[config.mk]
export PLATFORM = sky130hd
export DESIGN_NAME = exe_muldiv_stall_unit
export DESIGN_NICKNAME = d
export VERILOG_FILES = /design/src/rtl/exe_muldiv_stall_unit.sv
export SDC_FILE = /design/constraint.sdc
export NUM_CORES = 1
export LEC_CHECK = 0
export ABC_AREA = 1
export CORE_ASPECT_RATIO = 1.1
export CORE_UTILIZATION = 55
export DETAILED_ROUTE_END_ITERATION = 7
export GPL_TIMING_DRIVEN = 0
export PLACE_DENSITY = 0.73
export RECOVER_POWER = 100
export SYNTH_ARGS = -nofsm -noshare
export SYNTH_HDL_FRONTEND = slang
export SYNTH_SLANG_ARGS = --single-unit
[constraint.sdc]
create_clock -name clk -period 3.2 [get_ports clk]
set_input_delay 0.64 -clock clk [delete_from_list [all_inputs] [get_ports clk]]
set_output_delay 0.64 -clock clk [all_outputs]
set_load 0.03 [all_outputs]
[src/rtl/exe_muldiv_stall_unit.sv]
// Iterative RV32M multiply/divide unit for the EXE stage. It holds stall_req_EXE while an
// operation is in flight and presents the result for one EX/MEM capture when the stall drops.
module exe_muldiv_stall_unit #(
  parameter int XLEN  = 32,
  parameter int CNT_W = 6
) (
  input  logic            clk,
  input  logic            rst,
  input  logic            op_valid_EXE,
  input  logic [2:0]      funct3_EXE,
  input  logic [XLEN-1:0] rs1_data_EXE,
  input  logic [XLEN-1:0] rs2_data_EXE,
  input  logic            flush_EXE,
  input  logic            hold_EXE,
  output logic            stall_req_EXE,
  output logic            busy_EXE,
  output logic [XLEN-1:0] result_EXE,
  output logic            result_valid_EXE
);

  typedef enum logic [1:0] {
    S_IDLE = 2'd0,
    S_BUSY = 2'd1,
    S_DONE = 2'd2
  } state_t;

  localparam logic [CNT_W-1:0] C_LAST = CNT_W'(XLEN - 1);

  state_t            r_state;
  state_t            w_state_nxt;
  logic [CNT_W-1:0]  r_cnt;
  logic              w_start;

  // Shared datapath: r_hi/r_lo are the product halves for multiply, and the
  // partial remainder / shifting dividend-quotient for divide.
  logic [XLEN-1:0]   r_hi;
  logic [XLEN-1:0]   r_lo;
  logic [XLEN-1:0]   r_opb;
  logic [2:0]        r_funct3;
  logic              r_neg_q;
  logic              r_neg_r;

  logic signed [XLEN-1:0] w_opa_s;
  logic signed [XLEN-1:0] w_opb_s;
  logic              w_a_signed;
  logic              w_b_signed;
  logic              w_sgn_a;
  logic              w_sgn_b;
  logic [XLEN-1:0]   w_mag_a;
  logic [XLEN-1:0]   w_mag_b;
  logic              w_neg_q;

  logic [XLEN:0]     w_madd;
  logic [XLEN:0]     w_dshift;
  logic              w_dfit;
  logic [XLEN-1:0]   w_dsub;
  logic [XLEN-1:0]   w_hi_nxt;
  logic [XLEN-1:0]   w_lo_nxt;

  logic [2*XLEN-1:0] w_prod;
  logic [XLEN-1:0]   w_quo;
  logic [XLEN-1:0]   w_rem;
  logic [XLEN-1:0]   w_res;

  function automatic logic [XLEN-1:0] f_cneg(input logic [XLEN-1:0] v, input logic n);
    return n ? -v : v;
  endfunction

  function automatic logic [2*XLEN-1:0] f_cneg2(input logic [2*XLEN-1:0] v, input logic n);
    return n ? -v : v;
  endfunction

  // Operand decode at start: only MULHU, DIVU and REMU treat rs1 as unsigned.
  always_comb begin
    w_opa_s    = $signed(rs1_data_EXE);
    w_opb_s    = $signed(rs2_data_EXE);
    w_a_signed = (funct3_EXE != 3'b011) && (funct3_EXE != 3'b101) && (funct3_EXE != 3'b111);
    w_b_signed = (funct3_EXE == 3'b000) || (funct3_EXE == 3'b001) ||
                 (funct3_EXE == 3'b100) || (funct3_EXE == 3'b110);
    w_sgn_a    = w_a_signed & w_opa_s[XLEN-1];
    w_sgn_b    = w_b_signed & w_opb_s[XLEN-1];
    w_mag_a    = f_cneg(rs1_data_EXE, w_sgn_a);
    w_mag_b    = f_cneg(rs2_data_EXE, w_sgn_b);
    // A zero divisor yields an all-ones quotient regardless of dividend sign.
    if (funct3_EXE[2]) w_neg_q = (w_sgn_a ^ w_sgn_b) & (|rs2_data_EXE);
    else               w_neg_q = w_sgn_a ^ w_sgn_b;
  end

  always_comb begin
    w_state_nxt = r_state;
    w_start     = 1'b0;
    case (r_state)
      S_IDLE: begin
        if (rst && op_valid_EXE && !flush_EXE) begin
          w_start     = 1'b1;
          w_state_nxt = S_BUSY;
        end
      end
      S_BUSY: begin
        if (r_cnt == C_LAST) w_state_nxt = S_DONE;
      end
      S_DONE: begin
        if (!hold_EXE) w_state_nxt = S_IDLE;
      end
      default: w_state_nxt = S_IDLE;
    endcase
    if (flush_EXE) w_state_nxt = S_IDLE;
  end

  always_ff @(posedge clk) begin
    if (!rst) begin
      r_state <= S_IDLE;
      r_cnt   <= '0;
    end else begin
      r_state <= w_state_nxt;
      if (w_start)                 r_cnt <= '0;
      else if (r_state == S_BUSY)  r_cnt <= r_cnt + CNT_W'(1);
    end
  end

  assign stall_req_EXE    = !flush_EXE && (w_start || (r_state == S_BUSY));
  assign busy_EXE         = (r_state != S_IDLE);
  assign result_valid_EXE = (r_state == S_DONE) && !flush_EXE;

  // One iteration per BUSY cycle: shift-add multiply or restoring divide step.
  always_comb begin
    w_madd   = {1'b0, r_hi} + (r_lo[0] ? {1'b0, r_opb} : {(XLEN+1){1'b0}});
    w_dshift = {r_hi, r_lo[XLEN-1]};
    w_dfit   = (w_dshift >= {1'b0, r_opb});
    w_dsub   = w_dshift[XLEN-1:0] - r_opb;
    if (r_funct3[2]) begin
      w_hi_nxt = w_dfit ? w_dsub : w_dshift[XLEN-1:0];
      w_lo_nxt = {r_lo[XLEN-2:0], w_dfit};
    end else begin
      w_hi_nxt = w_madd[XLEN:1];
      w_lo_nxt = {w_madd[0], r_lo[XLEN-1:1]};
    end
  end

  always_ff @(posedge clk) begin
    if (w_start) begin
      r_hi     <= '0;
      r_lo     <= w_mag_a;
      r_opb    <= w_mag_b;
      r_funct3 <= funct3_EXE;
      r_neg_q  <= w_neg_q;
      r_neg_r  <= w_sgn_a;
    end else if (r_state == S_BUSY) begin
      r_hi <= w_hi_nxt;
      r_lo <= w_lo_nxt;
    end
  end

  // Sign correction of the magnitude result, then funct3 selection.
  always_comb begin
    w_prod = f_cneg2({r_hi, r_lo}, r_neg_q);
    w_quo  = f_cneg(r_lo, r_neg_q);
    w_rem  = f_cneg(r_hi, r_neg_r);
    case (r_funct3)
      3'b000:                 w_res = w_prod[XLEN-1:0];
      3'b001, 3'b010, 3'b011: w_res = w_prod[2*XLEN-1:XLEN];
      3'b100, 3'b101:         w_res = w_quo;
      default:                w_res = w_rem;
    endcase
    result_EXE = (r_state == S_DONE) ? w_res : '0;
  end

endmodule

======== Yosys cells after proc, flatten, opt, wreduce, memory -nomap -nowiden ========
Cells that the tools add are included.
word-level totals
  register bits ........................... 109
  latch bits .............................. 0
  bits in writable memories ............... 0
  memory bits (read-only) ................. 0
  word-level logic and storage cells ...... 81
  memories kept ........................... 0
operators by class
  add/subtract/negate cells ............... 8
  multipliers ............................. 0
  div/mod/pow operators ................... 0
  order comparisons ....................... 1
  eq/ne operators ......................... 17
  shift-type cells ........................ 0
  muxes and demuxes ....................... 20
  bitwise gates (word level) .............. 5
  reduce and logical (&&, ||, !) cells .... 22
operators with widths
  cell                                           count
  two-way mux 32 bit                             11
  negator 32 bit                                 4
  case mux 32 bit (3 select lines)               1
  two-way mux 64 bit                             1
  negator 64 bit                                 1
  adder 32 x 32 -> 33 bit                        1
  >= comparator 33 x 32 -> 1 bit                 1
  OR reduction 32 bit                            1
  subtractor 32 bit                              1
  == test 3 bit, second input constant           4
  adder 6 x 1 -> 6 bit, second input constant    1
  == test 3 x 1 -> 1 bit, second input constant  2
  == test 3 x 2 -> 1 bit, second input constant  2
  == test 6 x 5 -> 1 bit, second input constant  1
  logical AND 1 bit                              6
  zero test 3 bit                                2
  two-way mux 2 bit                              3
  inequality test 2 bit, second input constant   3
  inequality test 3 bit, second input constant   2
  case mux 2 bit (3 select lines)                1
  OR reduction 2 bit                             3
  logical OR 1 bit                               4
  nonzero test 2 bit                             2
  bitwise AND 1 bit                              3
  10 further kinds                               12

======== Depth between registers and ports, before layout ========
  depth after elaboration ................. 8
  mapped depth ............................ 20
  gate-level depth less buffers ........... 18

======== Worst setup path before layout ========
Ideal clock, no wire load.
  kind .................................... input to register
  start ................................... input port rst
  end ..................................... register r_funct3[0] (enable)
  library setup time ...................... 416 ps
  arrival ................................. 2542 ps
  data required time ...................... 2784 ps
  path slack .............................. 243 ps
  stages .................................. 4
  cells stage by stage .................... inv_1 or2_2 nor3_2 clkbuf_1
between the ends
  word-level cells in the longest chain between the ends .. 4
RTL lines
  what                             RTL line  source
  start, declared                  8         input logic rst,
  logical AND 1 bit (2 in series)  94        if (rst && op_valid_EXE && !flush_EXE) begin
  two-way mux 1 bit                94
  two-way mux 1 bit                92        case (r_state)
  via w_start                      32        logic w_start;
  end signal, assigned             145       r_funct3 <= funct3_EXE;
  end, declared                    39        logic [2:0] r_funct3;
The timed path passes the listed nets, and every way through them passes these cells.
A chain may end at the register's enable or synchronous reset.

======== Worst setup path in the final report ========
  start ................................... register r_lo[7]
  end ..................................... output port result_EXE[19]
between the ends
  word-level cells in the longest chain between the ends .. 4
RTL lines
  what                                                      RTL line  source
  start, declared                                           37        logic [XLEN-1:0] r_lo;
  start signal, assigned                                    143       r_lo <= w_mag_a;
  start signal, assigned                                    150       r_lo <= w_lo_nxt;
  negator 64 bit or negator 32 bit (tied branches)          70, 66
  two-way mux 64 bit or two-way mux 32 bit (tied branches)  70, 66
  case mux 32 bit (3 select lines) (*)                      159       case (r_funct3)
  two-way mux 32 bit (*)                                    165       result_EXE = (r_state == S_DONE) ? w_res : '0;
  end, declared                                             17        output logic [XLEN-1:0] result_EXE,
Mark *: on every way between the ends. The rest lies on a longest branch, timed or not.

==> metrics.txt <==
status finished with violations; failing checks DRC, setup timing; 1st-iter DRT viols between 3000 and 4000; crit-path max FO 4; Die W 161 um; Top cell by count, worst path nor2_2; Slew @ Worst Pin 0.843 ns; Tmin final 3.27 ns; clock sink count 109; Mapped Avg Cell Area around 5.6 um2; Crit. path cell count 14; die span in y between 150 and 200 um; critical path's slowest cell edfxtp_1; vias per cell 5.97; dpl cells 3209; CP cell instances nor2_4, nand2_2, nor2_2, nand2_2, nor2_4, nand4_4, nor2_4, nor2_2, nor2_2, nand2_1, nand2_1, nor2_2, nor2_2, buf_6; DR vias 19600; Crit. End Element output port; Hold Path Stages 2; Routed Antenna Nets 0; Overall Power 6150 uW; Post-DP HPWL 52.9 mm; Final Util 67.7%; flops & latches, synth 109; R2R cell count 12; iteration count of the initial detailed-routing pass 8; Hold Path Class reg -> reg; Top delay family on crit path simple AND/OR/NAND/NOR gates; minimum hold slack 0.505 ns; final setup vio count 8; RSZ-0062 raised after global routing yes; fill cell count 2549; H-tree depth 3; Wirelength per Cell 20.1 um; CTS tree yes; clk buf depth 2; Top Ports 107; Area Overhead vs Synth 20.1%; asr flop ratio synth 0%; Max-slew headroom a little over two fifths; P per Cell Area 335 mW/mm2; Max VDD drop roughly 0.00024 V; Clk Latency, worst-skew pair 0.37 ns; share of cells above drive strength 1 14.3%; Finished Layout Cells 3289; Starting Density 56.3%; CTS buffer count 9; fin crit share 102%; vias in the first global route ~18000; post-synthesis net count 2888; clock slew at reported path FFs 0.08 ns; Worst Path Buf+Inv 1; Hold Vio Cnt, Final 0; RD Place Congestion ~1.1; Max Cap Viol 0; setup ws final -0.0663 ns; WL final 66.2 mm; Reg area 0.00292 mm2; Leakage roughly 0.009 uW; max incr delay on CP 0.54 ns; Clock Skews 0.0156 ns; setup TNS -0.238 ns; Ant. Diodes 0; pin count of the biggest net entering global routing 37; Synth cell types 55; Layout Nets 3070; Critical Path RT 2.56 ns; Post-synth EDFFs ~70; Root Buffer clkbuf_16; initial antenna violation count 2; multi-input logic area 0.0112 mm2; Seq/Total Area, Yosys between 10% and 20%; WS Path Type reg -> out; die area 0.0285 mm2; synthesized cell area 0.0153 mm2; Pins Over Slew Limit 0; Startpoint Class flip-flop; Mapped Cells 2745; Worst Path Arrival about 2.6 ns; YS warnings 0; Hold-fix buffers, CTS 0; predominant post-synthesis flop cell edfxtp_1; first-pass GRT wire length 98.2 mm; core box area 0.0271 mm2; total track usage 45.5%; number of port buffers roughly 110; aggregate global routing overflow 0; DR DRC count 2; FMAX 306 MHz; Rows 63
==> logic make-up (layout without fill, tap and decap cells) <==
family | after synthesis | in the layout | synth area share, %
buffers and inverters | 514 | 701 | 12.8
AO/OA/AOI/OAI | 409 | 409 | 14.6
XOR/XNOR | 83 | 83 | 4.76
adder cells (fa/ha/maj) | 71 | 71 | 5.91
flip-flops | 109 | 109 | 18.8
AND/OR/NAND/NOR | 1559 | 1559 | 43.1
==> where the power goes <==
group / internal (uW) / total [uW] / leakage (uW) / switching, uW
combinational: 1020 / 3120 / 0.00791 / 2100
clock: 541 / 1100 / 0.000132 / 557
sequential: 1630 / 1930 / 0.000976 / 305
total: 3190 / 6150 / 0.00901 / 2960
==> state kept, by name, indices dropped and copies added, names as in the netlist <==
register  cells
r_hi         32
r_lo         32
r_opb        32
r_cnt         6
r_funct3      3
r_state       2
r_neg_q       1
r_neg_r       1
==> layout by cell type, fill, tap and decap left out, types with 8 or more instances in the layout <==
cell type        count
xor2_1              54
nor4_1               8
nor2_4              42
o211ai_1            12
ha_1                67
inv_1              413
o21ai_1             17
xnor2_1             29
o21ai_0            150
a21oi_1            154
a21oi_2             17
nand3_2             14
clkbuf_16            9
or2_2               10
nand2_1            850
nor2_1             249
edfxtp_1            69
a31oi_1             15
o21ai_2             11
nand3_1            171
dfxtp_1             18
clkbuf_1            38
nand3b_1            18
nor2_2              60
clkdlybuf4s50_1     64
dfxtp_2             15
nand4_1             36
clkbuf_2            27
nor3_1              37
nor3_2               8
buf_6               15
buf_2                8
nand2_2             36
inv_2               19
dlygate4sd3_1        8
buf_4               80
==> synth_stat cells (29+ instances only) <==
master    number  share of area, %
a21oi_1      169               5.5
clkbuf_1      57               1.4
dfxtp_1       40               5.2
edfxtp_1      69                14
ha_1          69               5.7
inv_1        431                11
nand2_1      879                22
nand3_1      184               6.0
nand4_1       36               1.5
nor2_1       329               8.1
nor3_1        43               1.4
o21ai_0      160               5.2
xnor2_1       29               1.7
xor2_1        54               3.1
==> routing by layer <==
layer	GRT usage (%)	wire length, um	up-vias
met5	0	23	-
met4	21.4	3790	4
met3	9.11	9180	268
met1	61.2	25700	8821
met2	69.5	27500	1405
li1	-	-	9137
==> final timing paths <==
path | from | end | slack, ns
worst max-delay path | r_lo[7] | result_EXE[19] | -0.07
worst min-delay path | r_cnt[1] | r_cnt[1] | 0.50
worst max register to register | r_hi[27] | r_hi[10] | 0
worst min register to register | r_cnt[1] | r_cnt[1] | 0.50
==> through the flow <==
step,worst slack (ns),cell area (um2)
3_5_place_dp,-1.68,16800
4_1_cts,-0.0393,17700
2_1_floorplan,0.243,15300
3_3_place_gp,-1.63,16800
5_1_grt,-0.126,18300
6_report,-0.0663,18300
==> layout make-up <==
type / count / area share (%)
plain buffers: 73 / 1.94
multi-input cells: 2122 / 60.9
flip-flops and latches: 109 / 15.9
clock inverters: 5 / 0.246
inverters: 440 / 9.12
clock buffers: 11 / 1.27
repair buffers: 172 / 8.19
well taps: 357 / 2.43
==> worst reg2reg max path, stage by stage (launching register included) <==
cell and delay, ns:
dfxtp_1 0.64, ha_1 0.42, a21oi_1 0.28, nand2_1 0.13, a21oi_2 0.12, nand2_1 0.09
nor2_2 0.42, nand2_8 0.12, nand2_4 0.15, clkbuf_2 0.33, o211ai_2 0.25, nand2_1 0.11
inv_1 0.04
==> what timing repair did <==
| item | in CTS | in global routing |
|---|---|---|
| gates resized for setup | 323 | 207 |
| setup buffers | 41 | 24 |
| setup endpoints to repair | 96 | 77 |
| pin swaps | 23 | 55 |
No activity file was read; power rests on OpenSTA's default activity.
==> variant 1: new RTL, same flow settings <==
Change the parameter `CNT_W` from 6 to 4.
--- a/src/rtl/exe_muldiv_stall_unit.sv
+++ b/src/rtl/exe_muldiv_stall_unit.sv
@@ -2,7 +2,7 @@
 // operation is in flight and presents the result for one EX/MEM capture when the stall drops.
 module exe_muldiv_stall_unit #(
   parameter int XLEN  = 32,
-  parameter int CNT_W = 6
+  parameter int CNT_W = 4
 ) (
   input  logic            clk,
   input  logic            rst,
Formal check against the unedited RTL: no difference found for any inputs over 10 cycles, from zero or initial values; that may be too few to reach the edited logic, so the function may still have changed.
==> variant 1 against the unedited design <==
The run ends with setup timing left. Design area down 4.5%. Total power down 1.1%. Via count down 2.3%. Die area down 3.3%. Wire length down 1.8%. Setup slack worse by 38 ps. Synthesized area down 3.4%. Register-to-register slack worse by 60 ps. Non-clock buffer count down 9. Hold slack worse by 5.5 ps. Sequential cell count down 2. Largest cell class unchanged.
==> variant 1: results (changes against the unedited design) <==
status complete, but fails checks; failing checks setup timing; Port-buffer cells 106 (unchanged); layout cell share with drive strength beyond 1 0.133 (-0.00955); reg-to-reg critical path startpoint r_hi[25]; R2R depth 16 (+4); largest net degree at the start of global routing 47 (+27%); Routability Congestion 1.08 (-2.4%); fin worst setup slack -104 ps (-38.2 ps); Crit path largest cell delay 480 ps (-60 ps); first-pass GRT wire length 95.5 mm (-2.7%); Place WS -650 ps (+1030 ps); crit path max fanout 6 (+2); antenna violations before repair 0 (-2); Total Nets Final 2,920 (-4.9%); Slew @ Worst Pin 769 ps (-73.7 ps); worst reg2reg path endpoint r_hi[11]; worst reg-to-reg setup slack -60 ps (-60 ps); Leakage Power 8.42 nW (-6.6%); ys flop type edfxtp_1; list of most frequent post-synthesis cells nand2_1 (784), inv_1 (350), nor2_1 (332), nand3_1 (193), o21ai_0 (185); TritonRoute pass-1 iters 7 (-1); final setup TNS -1220 ps (-981 ps); Remaining DRCs 0 (-2); ranking of synthesized cells by area nand2_1 (20%), edfxtp_1 (14%), inv_1 (8.9%), nor2_1 (8.4%), nand3_1 (6.5%); # fillers 2,560 (+0.43%); crit path DAT 2660 ps (+30 ps); syn_nets 2,746 (-4.9%); total track usage 0.462 (+0.00742); DR vias 19,180 (-2.3%); Int Pwr 0.00313 W (-1.9%); final clock skew 11.8 ps (-3.89 ps); DP HPWL 51.8 mm (-2.1%); Total Wirelength 65.0 mm (-1.8%); Setup violations, final 25 (+17); initial DRC count 2,936 (-5.6%); post-synthesis sequential area ratio 0.192 (+0.00384); peak supply drop 0.000243 V (+0.86%); vias in the first global route 17,173 (-1.9%); placed inst area 16,300 um^2 (-3.2%)
-- variant 1: cell types whose count changed in the layout (fill, tap and decap cells not counted), moves of 11 or more --
cell	before	now
nand2_1	850	767
inv_1	413	335
nor2_1	249	280
nor2_4	42	19
xor2_1	54	77
o21ai_0	150	171
buf_4	80	64
nor2_2	60	47
xnor2_1	29	17
nand3_1	171	182
nand3b_1	18	7
-- variant 1: kinds of logic (layout without fill, tap and decap cells) --
family          Yosys count  after routing  synth area share
compound gates          443            443             0.161
xor+xnor                 94             94            0.0558
fa+ha+maj                71             71            0.0612
buf+inv                 442            621             0.116
flops                   107            107             0.192
simple gates           1446           1446             0.414
-- variant 1: layer usage --
metal,vias to the layer above,share of wire,GRT usage
met5,-,0,0
met4,0,0.059,0.224
met3,286,0.15,0.0920
met2,1523,0.41,0.682
met1,8600,0.39,0.637
li1,8771,-,-
-- variant 1: area by class of cell --
type / count / area, um^2 / share of cell area
timing repair buffer: 165 / 1450 / 0.0826
multi-input combinational: 2054 / 10700 / 0.613
clock buffer: 9 / 225 / 0.0128
tap: 352 / 440 / 0.0251
inverter: 369 / 1410 / 0.0802
clock inverter: 7 / 63.8 / 0.00364
sequential: 107 / 2860 / 0.163
buffer: 71 / 349 / 0.0199
-- variant 1: what timing repair did --
item,CTS,global route
pin swaps,14,33
gates resized for setup,289,171
setup endpoints to repair,33,82
buffers inserted,16,43
-- variant 1: how the worst max path moves through the flow --
| stage | start | to | slack [ps] | cells after the start |
|---|---|---|---|---|
| floorplan | flush_EXE | r_funct3[0] | 230 | 5 |
| global placement | flush_EXE | r_lo[9] | -1090 | 8 |
| detailed placement | r_funct3[2] | result_EXE[3] | -650 | 8 |
| CTS | r_lo[8] | result_EXE[30] | -80 | 12 |
| global route | r_lo[1] | result_EXE[25] | -180 | 13 |
| finish | r_lo[9] | result_EXE[3] | -100 | 13 |
-- variant 1: power groups by stage --
stage                     Combinational (W)  Sequential [W]  Clock, W
final                               0.00303         0.00194   0.00112
after global routing                0.00329         0.00192   0.00115
after CTS                           0.00285         0.00189   0.00110
after detailed placement            0.00276         0.00190         0
after global placement              0.00272         0.00190         0
after floorplan                     0.00196         0.00174         0
-- variant 1: per-stage QoR --
stage	hold slack, ps	std cells
finish	499	3134
floorplan	458	2603
global route	521	3134
detailed placement	489	3061
CTS	501	3091
global placement	469	3061
-- variant 1: critical path, delay by kind of cell, from the launching register on --
family                 cells  cell delay, ps
and+or+nand+nor            8            1030
DFF                        1             480
AOI/OAI and AO/OA          2             450
buffers and inverters      3             350
==> variant 2: new RTL, same flow settings <==
Without the edit above. Reset style: asynchronous (`rst`), changed in one clocked block.
--- a/src/rtl/exe_muldiv_stall_unit.sv
+++ b/src/rtl/exe_muldiv_stall_unit.sv
@@ -107,7 +107,7 @@
     if (flush_EXE) w_state_nxt = S_IDLE;
   end
 
-  always_ff @(posedge clk) begin
+  always_ff @(posedge clk or negedge rst) begin
     if (!rst) begin
       r_state <= S_IDLE;
       r_cnt   <= '0;
Function: differs if rst is asserted again (counterexample within 4 cycles, from zero or initial values and one cycle with rst low); with rst held inactive, the same outputs for 10 cycles.
==> variant 2 against the unedited design <==
The run still ends with DRC, setup timing left. Clock power up 17%. Design area down 2.9%. Combinational power up 95%. Non-clock buffer count down 7. Final cell count down 3.7%. Setup slack about the same. Sequential cell count unchanged. Wire length down 3.5%. Via count down 2.5%. Core utilization up 0.059 points. Synthesized area down 2.8%. Total power up 62%. Sequential share of layout area up 0.73 points. Critical endpoint is now result_EXE[27]. Largest power group unchanged. Highest routed layer unchanged.
==> variant 2: results (changes against the unedited design) <==
asr flop ratio synth 0.0734 (+0.0734); antenna violations before repair 3 (+1); fin worst setup slack -66.3 ps (-0.0622 ps); layout cell share with drive strength beyond 1 0.128 (-0.0150); Slew @ Worst Pin 1170 ps (+331 ps); syn_nets 2,773 (-4.0%); Leakage Power 8.72 nW (-3.2%); placed inst area 16,400 um^2 (-2.6%); Routability Congestion 1.09 (-1.2%); Total Nets Final 2,952 (-3.8%); Starting Density 0.565 (+0.00140); Setup violations, final 10 (+2); DR vias 19,146 (-2.5%); total track usage 0.456 (+0.00156); failing checks DRC, setup timing; first-pass GRT wire length 94.4 mm (-3.9%); initial DRC count 2,563 (-18%); # fillers 2,441 (-4.2%); Crit path largest cell delay 470 ps (-70 ps); Remaining DRCs 7 (+5); ranking of synthesized cells by area nand2_1 (21%), edfxtp_1 (14%), inv_1 (9.9%), nor2_1 (7.8%), nand3_1 (6.4%); final clock skew 18.8 ps (+3.14 ps); status complete, but fails checks; post-synthesis sequential area ratio 0.196 (+0.00806); largest net degree at the start of global routing 37 (unchanged); peak supply drop 0.000340 V (+41%); list of most frequent post-synthesis cells nand2_1 (821), inv_1 (393), nor2_1 (308), nand3_1 (191), a21oi_1 (174); min-delay worst type in2async
## variant 2: report_power, final
group,internal (W),switching (W),total (W)
Combinational,0.00199,0.00409,0.00608
Clock,0.000691,0.000598,0.00129
Sequential,0.00181,0.000786,0.00260
Total,0.00450,0.00547,0.00997
## variant 2: critical path, delay by kind of cell, from the launching register on
family | cells | cell delay, ps
DFF | 1 | 470
buffers and inverters | 4 | 510
AOI/OAI and AO/OA | 2 | 410
and+or+nand+nor | 7 | 850
## variant 2: worst paths after layout
check	from	end	slack, ps
max	r_lo[11]	result_EXE[27]	-70
min	rst	r_cnt[2]	190
max reg2reg	r_hi[27]	r_hi[19]	30
min reg2reg	r_cnt[3]	r_cnt[3]	510
max in group asynchronous	rst	r_cnt[1]	2820
min in group clk	r_cnt[3]	r_cnt[3]	510
## variant 2: area by class of cell
| class | count | area share |
|---|---|---|
| multi-input cells | 2048 | 0.601 |
| flip-flops and latches | 109 | 0.166 |
| inverters | 403 | 0.0870 |
| repair buffers | 170 | 0.0835 |
| well taps | 352 | 0.0247 |
| plain buffers | 68 | 0.0190 |
| clock buffers | 9 | 0.0126 |
| clock inverters | 7 | 0.00548 |
| diodes | 1 | 0.000141 |
## variant 2: cells by family after synthesis
kind of cell | synth area share
simple gates | 0.416
buf+inv | 0.123
flops | 0.196
fa+ha+maj | 0.0608
compound gates | 0.155
mux | 0.000758
xor+xnor | 0.0478
## variant 2: metal layers
layer  wire length, um  global-route usage  up-vias
li1                  -                   -     8829
met1             24500               0.612     8513
met2             25300               0.651     1503
met3              9680               0.122      295
met4              4400               0.264        6
met5                47                   0        -
## variant 2: stage by stage
| stage | power, W | hold slack (ps) | instances | setup TNS (ps) |
|---|---|---|---|---|
| after detailed placement | 0.00787 | 489 | 3089 | -87700 |
| after global routing | 0.0105 | 206 | 3166 | -1790 |
| final | 0.00997 | 187 | 3167 | -276 |
| after floorplan | 0.00602 | 344 | 2630 | 0 |
| after global placement | 0.00777 | 466 | 3088 | -114300 |
| after CTS | 0.00931 | 194 | 3129 | -47.2 |
## variant 2: repair_timing
action / 4_1_cts / 5_1_grt
hold buffers: 0 / 0
setup endpoints to repair: 108 / 38
pin swaps: 15 / 41
buffers inserted: 26 / 37
resized for setup: 290 / 175
